**config.mk**
```make
export PLATFORM = sky130hd
export DESIGN_NAME = button_debouncer
export DESIGN_NICKNAME = d
export VERILOG_FILES = /design/src/rtl/button_debouncer_pkg.sv /design/src/rtl/button_debouncer_channel.sv /design/src/rtl/button_debouncer.sv
export SDC_FILE = /design/constraint.sdc
export NUM_CORES = 1
export LEC_CHECK = 0
export CAP_MARGIN = 10
export CORE_MARGIN = 4
export CORE_UTILIZATION = 55
export DETAILED_ROUTE_END_ITERATION = 10
export GPL_TIMING_DRIVEN = 1
export PLACE_DENSITY = 0.75
export REMOVE_ABC_BUFFERS = 1
export SLEW_MARGIN = 40
export SYNTH_ARGS = -nofsm -noshare
export SYNTH_HDL_FRONTEND = slang
export SYNTH_HIERARCHICAL = 1
export SYNTH_SLANG_ARGS = --single-unit
```
**constraint.sdc**
```tcl
create_clock -name clk -period 1.8 [get_ports clk]
set_input_delay 0.54 -clock clk [delete_from_list [all_inputs] [get_ports clk]]
set_output_delay 0.54 -clock clk [all_outputs]
set_load 0.05 [all_outputs]
```
**src/rtl/button_debouncer_pkg.sv**
```systemverilog
// Shared constants for the button debouncer.
//   - Default debounce / long-press durations for the 12 MHz board clock.
//   - Counter-width helpers so the top and the channel size their counters
//     the same way.
package button_debouncer_pkg;

    localparam int BOARD_CLK_HZ        = 12_000_000;
    // 65536 cycles at 12 MHz is roughly 5.5 ms of stable contact.
    localparam int DEF_DEBOUNCE_CYCLES = 65536;
    // 8388608 cycles at 12 MHz is roughly 0.7 s of hold time.
    localparam int DEF_LONG_CYCLES     = 8388608;

    // The debounce counter only ever has to reach cycles-1.
    function automatic int dcnt_width(input int cycles);
        return $clog2(cycles);
    endfunction

    // The hold counter has to represent the saturated value itself.
    function automatic int hcnt_width(input int cycles);
        return $clog2(cycles + 1);
    endfunction

    localparam int DEF_DCNT_W = dcnt_width(DEF_DEBOUNCE_CYCLES);
    localparam int DEF_HCNT_W = hcnt_width(DEF_LONG_CYCLES);

endpackage

```
**src/rtl/button_debouncer_channel.sv**
```systemverilog
// One debounce channel: two-flop synchroniser, stability counter, accepted
// level, press/release pulses and a saturating hold counter for long press.
// Ports:
//   clk, rst       clock, synchronous active-high reset
//   p              polarity-corrected raw pin (asynchronous)
//   level          debounced level, 1 = pressed
//   press_pulse    one cycle on an accepted 0->1 change
//   release_pulse  one cycle on an accepted 1->0 change
//   long_pulse     one cycle once per press after LONG_CYCLES held
module debounce_channel
    import button_debouncer_pkg::*;
#(
    parameter int DEBOUNCE_CYCLES = DEF_DEBOUNCE_CYCLES,
    parameter int LONG_CYCLES     = DEF_LONG_CYCLES
) (
    input  logic clk,
    input  logic rst,
    input  logic p,
    output logic level,
    output logic press_pulse,
    output logic release_pulse,
    output logic long_pulse
);

    localparam int DW = dcnt_width(DEBOUNCE_CYCLES);
    localparam int HW = hcnt_width(LONG_CYCLES);
    localparam logic [DW-1:0] DCNT_LAST = DW'(DEBOUNCE_CYCLES - 1);
    localparam logic [HW-1:0] HCNT_SAT  = HW'(LONG_CYCLES);
    localparam logic [HW-1:0] HCNT_FIRE = HW'(LONG_CYCLES - 1);

    logic          s0_reg, s1_reg;
    logic [DW-1:0] dcnt_reg, dcnt_next;
    logic          state_reg, state_next;
    logic          press_reg, press_next;
    logic          release_reg, release_next;
    logic [HW-1:0] hcnt_reg, hcnt_next;
    logic          long_reg, long_next;

    always_comb begin
        dcnt_next    = dcnt_reg;
        state_next   = state_reg;
        press_next   = 1'b0;
        release_next = 1'b0;
        hcnt_next    = hcnt_reg;
        long_next    = 1'b0;

        // Any sample that agrees with the accepted level discards all
        // progress toward a change.
        if (s1_reg == state_reg) begin
            dcnt_next = '0;
        end else if (dcnt_reg == DCNT_LAST) begin
            state_next   = s1_reg;
            dcnt_next    = '0;
            press_next   = s1_reg;
            release_next = ~s1_reg;
        end else begin
            dcnt_next = dcnt_reg + DW'(1);
        end

        // Hold counter runs off the accepted level and sticks at the
        // saturation value, so the long pulse fires only once per press.
        if (!state_reg) begin
            hcnt_next = '0;
        end else if (hcnt_reg < HCNT_SAT) begin
            hcnt_next = hcnt_reg + HW'(1);
            long_next = (hcnt_reg == HCNT_FIRE);
        end
    end

    always_ff @(posedge clk) begin
        if (rst) begin
            s0_reg      <= 1'b0;
            s1_reg      <= 1'b0;
            dcnt_reg    <= '0;
            state_reg   <= 1'b0;
            press_reg   <= 1'b0;
            release_reg <= 1'b0;
            hcnt_reg    <= '0;
            long_reg    <= 1'b0;
        end else begin
            s0_reg      <= p;
            s1_reg      <= s0_reg;
            dcnt_reg    <= dcnt_next;
            state_reg   <= state_next;
            press_reg   <= press_next;
            release_reg <= release_next;
            hcnt_reg    <= hcnt_next;
            long_reg    <= long_next;
        end
    end

    assign level         = state_reg;
    assign press_pulse   = press_reg;
    assign release_pulse = release_reg;
    assign long_pulse    = long_reg;

endmodule

```
**src/rtl/button_debouncer.sv**
```systemverilog
// N-channel pushbutton debouncer. Each raw pin is polarity-corrected and fed
// to an independent debounce channel; all outputs are registered.
// Ports:
//   clk, rst     clock, synchronous active-high reset
//   btn_raw      asynchronous raw button pins
//   btn_state    debounced level per channel, 1 = pressed
//   btn_press    one-cycle pulse on accepted press
//   btn_release  one-cycle pulse on accepted release
//   btn_long     one-cycle pulse once per press after the long-hold time
module button_debouncer
    import button_debouncer_pkg::*;
#(
    parameter int N_BTN           = 4,
    parameter int DEBOUNCE_CYCLES = DEF_DEBOUNCE_CYCLES,
    parameter int LONG_CYCLES     = DEF_LONG_CYCLES,
    parameter bit ACTIVE_LOW      = 1'b0
) (
    input  logic             clk,
    input  logic             rst,
    input  logic [N_BTN-1:0] btn_raw,
    output logic [N_BTN-1:0] btn_state,
    output logic [N_BTN-1:0] btn_press,
    output logic [N_BTN-1:0] btn_release,
    output logic [N_BTN-1:0] btn_long
);

    // Inversion happens before the synchroniser so every channel works in
    // "1 = pressed" terms and reset (all zero) means "released".
    logic [N_BTN-1:0] p;
    assign p = btn_raw ^ {N_BTN{ACTIVE_LOW}};

    for (genvar gi = 0; gi < N_BTN; gi++) begin : g_chan
        debounce_channel #(
            .DEBOUNCE_CYCLES(DEBOUNCE_CYCLES),
            .LONG_CYCLES    (LONG_CYCLES)
        ) u_chan (
            .clk          (clk),
            .rst          (rst),
            .p            (p[gi]),
            .level        (btn_state[gi]),
            .press_pulse  (btn_press[gi]),
            .release_pulse(btn_release[gi]),
            .long_pulse   (btn_long[gi])
        );
    end

endmodule

```
### Word level (Yosys, flattened, before mapping)

Index checks and enable logic that the tools add are counted.

| word-level totals | value |
|---|---|
| output and inout bits | 16 |
| logic and storage cells | 96 |
| bits in registers | 184 |
| bits of input ports | 6 |

| cells by class | value |
|---|---|
| reductions and logical operators | 20 |
| bitwise logic cells | 20 |
| add/subtract/negate cells | 8 |
| equality and inequality tests | 12 |
| order comparisons | 4 |

Operators with widths:

| operator | count |
|---|---|
| 24-bit by 1-bit adder with 24-bit output (second input constant) | 4 |
| 24-bit by 23-bit equality test with 1-bit output (second input constant) | 4 |
| 24-bit less-than comparator (second input constant) | 4 |
| 16-bit by 1-bit adder with 16-bit output (second input constant) | 4 |
| 16-bit equality test (second input constant) | 4 |
| 3-bit OR reduction | 12 |
| 1-bit inverter | 20 |
| 2-bit AND reduction | 4 |
| 2-bit OR reduction | 4 |
| 1-bit equality test | 4 |

### Longest topological paths before layout

| depth | value |
|---|---|
| depth in word-level cells | 3 |
| mapped depth | 6 |
| gate-level depth less buffers | 5 |

### Cells and area by module

Netlist, hierarchy kept.

Modules (own cells, without submodules):

| module | instances | seq. area each (um^2) | area each (um^2) | cells an instance |
|---|---|---|---|---|
| debounce_channel | 4 | 920.9 | 2018.2 | 223 |

### Least setup slack after synthesis

OpenSTA, ideal clock, no wires.

| path | value |
|---|---|
| kind | register to register |
| start point | reg g_chan[0].u_chan.hcnt_reg[0] |
| end point | reg g_chan[0].u_chan.hcnt_reg[22] |
| arrival | 1.840 ns |
| cell stages (with the launch flop) | 7 |
| path buffers | 1 |
| setup slack | -0.161 ns |
| setup time | 0.121 ns |
| required time | 1.679 ns |
| period minus slack after synthesis | 1.961 ns |
| path through | dfxtp_1 > ha_1 > nand3b_4 > or3_1 > buf_6 > nor4_1 > mux2_2 |

| on the way | value |
|---|---|
| longest elaborated chain between the ends | 1 |
| elaborated cells on any way between the ends | 2 |
| those cells by class | add/sub: 1; order compare: 1 |

RTL lines:

| item | line | RTL |
|---|---|---|
| start: declaration | button_debouncer_channel.sv:36 | `logic [HW-1:0] hcnt_reg, hcnt_next;` |
| start signal: assignment | button_debouncer_channel.sv:87 | `hcnt_reg <= hcnt_next;` |
| 24-bit by 1-bit adder with 24-bit output or 24-bit less-than comparator (tied branches) | button_debouncer_channel.sv:65, button_debouncer_channel.sv:64 |  |

Parallel ways exist; a longest one is shown, timed or not.
A chain may end at the register's enable or synchronous reset.

### Worst setup path in the final report

| path | value |
|---|---|
| start point | reg g_chan[1].u_chan.hcnt_reg[0] |
| end point | reg g_chan[1].u_chan.hcnt_reg[20] |

| on the way | value |
|---|---|
| longest elaborated chain between the ends | 1 |
| elaborated cells on any way between the ends | 2 |
| those cells by class | add/sub: 1; order compare: 1 |

RTL lines:

| item | line |
|---|---|
| start: declaration | button_debouncer_channel.sv:36 |
| start signal: assignment | button_debouncer_channel.sv:87 |
| 24-bit by 1-bit adder with 24-bit output or 24-bit less-than comparator (tied branches) | button_debouncer_channel.sv:65, button_debouncer_channel.sv:64 |

Parallel ways exist; a longest one is shown, timed or not.

==> metrics <==
largest net degree at the start of global routing=20; critical path's slowest cell=o41ai_1; period utilization=a little over nine tenths; CTS buffer count=17; Max Root-Sink Buffers=2; Bufs and invs on worst path=0; Final Wtd Congestion=0.822; Slew Limit Headroom=69.4%; number of global-route vias before repair=6280; Antenna Cells=0; Final Hold Vio Count=0; drt first pass iters=5; DR vias/cell=~5.5; post-synthesis mux area share=1.55%; dominant cell type by area after synthesis=dfxtp_1; total power=7.78 mW; #FFs+latches synth=184; Peak VDD IR=941 uV; critical path startpoint=g_chan[1].u_chan/hcnt_reg[0]; Distinct cells, synth=35; # IOs=22; Crit path max-delay family=compound AO/OA/AOI/OAI gates; Synth top area share=45.6%; Tmin final=1.77 ns; Mapped Area=just over 8000 um2; FF-to-FF Start=g_chan[1].u_chan/hcnt_reg[0]; DRT antenna net count=0; final wirelength=16.2 mm; FMAX=566 MHz; Clock Skew=approximately 0.0086 ns; most common cell in the netlist=dfxtp_1; Crit Path Category=register to register; die span in x=~130 um; Post-Synth Simple-Gate Area=30.6%; CTS tree=yes; Worst Hold Launch=g_chan[0].u_chan/s0_reg; synth cell count leaders=184 x dfxtp_1, 120 x nor2_1, 56 x xnor2_1; WP data required=2.10 ns; root cell of the clock tree=clkbuf_16; Finished Cell Area=just over 10000 um2; Cells on Worst Hold Path=1; max reg flops=96; register area share after synthesis=between 40 and 50%; GRT Overall Usage=between 15 and 20%; top_reg_cell synth=dfxtp_1; cell area power density=760 nW/um2; Die Y=129 um; Core Region=14500 um2; critical path fanouts, max=6; status=finished, final reports clean; GR Util met2=between 30% and 40%; routed vias=roughly 6700; Initial Util=55.8%; xor and xnor area share after synthesis=10.4%; adder-cell share of the synthesized area=1.24%; P_leak=3.67 nW; met3 global-route usage=4.91%; Clock Latency Late Sink=approximately 0.43 ns; CTS clk-pin slew, worst paths=0.07 ns; Placed Area=9280 um2; Top Usage Layer GRT=met2; Post-Layout Cell Count=~1200; Hold Crit Class=register to register; Max Cap Viol=0; wire per inst=roughly 13 um; layout cells sized above 1=25.5%; post-synthesis compound-gate area fraction=7.25%; Area growth, synth to finish=26.8%; EDFF count, synth=0; First DRT Iteration DRCs=299; H-tree Lvls=4; RSZ-0062 raised after global routing=true; max incr delay on CP=about 0.51 ns; first-pass GRT wire length=27.6 mm; fill count=1072; Residual DRC=0; WP depth=5; Row Count=44; crit path launch type=register; Synth async-reset ratio=0%; Mapped Cells=892; clock sinks=184; Crit path arrival time=2.07 ns; I/O Buffers=21; ranking of synthesized cells by area=dfxtp_1 46%, xnor2_1 6.1%, nor2_1 5.6%; initial antenna violation count=0; worst-path cell chain=ha_4, nand3b_4, or3_4, o41ai_1, a21oi_2; Post-CTS Hold Buffers=0; hpwl dp=11.0 mm; Avg Inst Size Synth=9.05 um2; Synth Warn #=6; DP Cell Count=1189; GRT overflow=0; die footprint=16700 um2; Slew Viols, Final=0; final net count=roughly 1000; worst slew pin tran=~0.45 ns; Final setup violation count=0; GR Layer Usage met1=25.7%; Reg2Reg Depth=5; Setup crit end kind=register; main combinational cell family by area after synthesis=simple AND/OR/NAND/NOR gates
## routing by layer
metal | part of all wire [%] | wire [um]
met1 | 48 | 7740
met2 | 49 | 7900
met3 | 2.5 | 399
met4 | 0.78 | 126
met5 | 0 | 0
## layout by cell type (no fill, tap or decap), types with 6 or more instances in the layout
cell type | netlist | layout
xor2_1 | 40 | 40
o21ai_0 | 32 | 32
and2_1 | 8 | 8
a21oi_2 | 0 | 13
nor2b_1 | 12 | 12
nand4_1 | 44 | 44
dfxtp_1 | 184 | 172
clkbuf_16 | 0 | 17
buf_4 | 0 | 130
o31ai_1 | 12 | 12
or4_1 | 20 | 12
and4_1 | 12 | 12
nor3_1 | 24 | 24
or4_4 | 0 | 8
and3_1 | 8 | 8
buf_12 | 0 | 6
or3_2 | 12 | 10
nand2b_1 | 12 | 12
dfxtp_2 | 0 | 12
nand2_1 | 40 | 40
or3_1 | 32 | 20
a21oi_1 | 52 | 39
inv_1 | 28 | 28
xnor2_1 | 56 | 56
mux2i_1 | 8 | 8
nor4_1 | 20 | 12
nor2_1 | 120 | 120
nand3_1 | 44 | 44
or3_4 | 0 | 15
## power by group
part,internal [mW],switching [mW],total [mW]
logic,0.0369,0.0279,0.0647
clock network,1.90,1.73,3.63
registers,4.08,0.00644,4.08
total,6.01,1.76,7.78
## stage by stage
stage / hold slack [ns] / setup WS [ns] / setup TNS [ns] / util, %
floorplan: 0.414 / -0.158 / -2.09 / -
detailed placement: 0.426 / -0.168 / -12.44 / 64.1
global placement: 0.419 / -0.104 / -6.85 / 64.1
CTS: 0.444 / 0.00102 / 0 / 69.1
global route: 0.456 / -0.0495 / -0.159 / 70.7
finish: 0.439 / 0.0317 / 0 / 70.7
## path summary, 6_finish.rpt
check | to | slack [ns]
worst max-delay path | g_chan[1].u_chan/hcnt_reg[20] | 0.03
worst min-delay path | g_chan[0].u_chan/s1_reg | 0.44
worst max register to register | g_chan[1].u_chan/hcnt_reg[20] | 0.03
worst min register to register | g_chan[0].u_chan/s1_reg | 0.44
## cell families after synthesis
group | after synthesis
AO/OA/AOI/OAI | 104
buffers and inverters | 56
XOR/XNOR | 96
multiplexers | 12
adder cells (fa/ha/maj) | 8
AND/OR/NAND/NOR | 432
flip-flops | 184
## layout make-up
| type | instances | area [um2] | share of cell area, % |
|---|---|---|---|
| multi-input cells | 653 | 4440 | 43.4 |
| clock buffers | 18 | 439 | 4.29 |
| flip-flops and latches | 184 | 3700 | 36.1 |
| clock inverters | 14 | 149 | 1.45 |
| repair buffers | 143 | 1170 | 11.4 |
| inverters | 28 | 105 | 1.03 |
| well taps | 184 | 230 | 2.25 |
## timing repair
action / CTS / global route
gates cloned: 0 / 1
setup buffers: 0 / 2
pin swaps: 9 / 25
endpoints found under the setup margin: 28 / 28
gates resized for setup: 30 / 47
(Power assumes the default switching activity.)
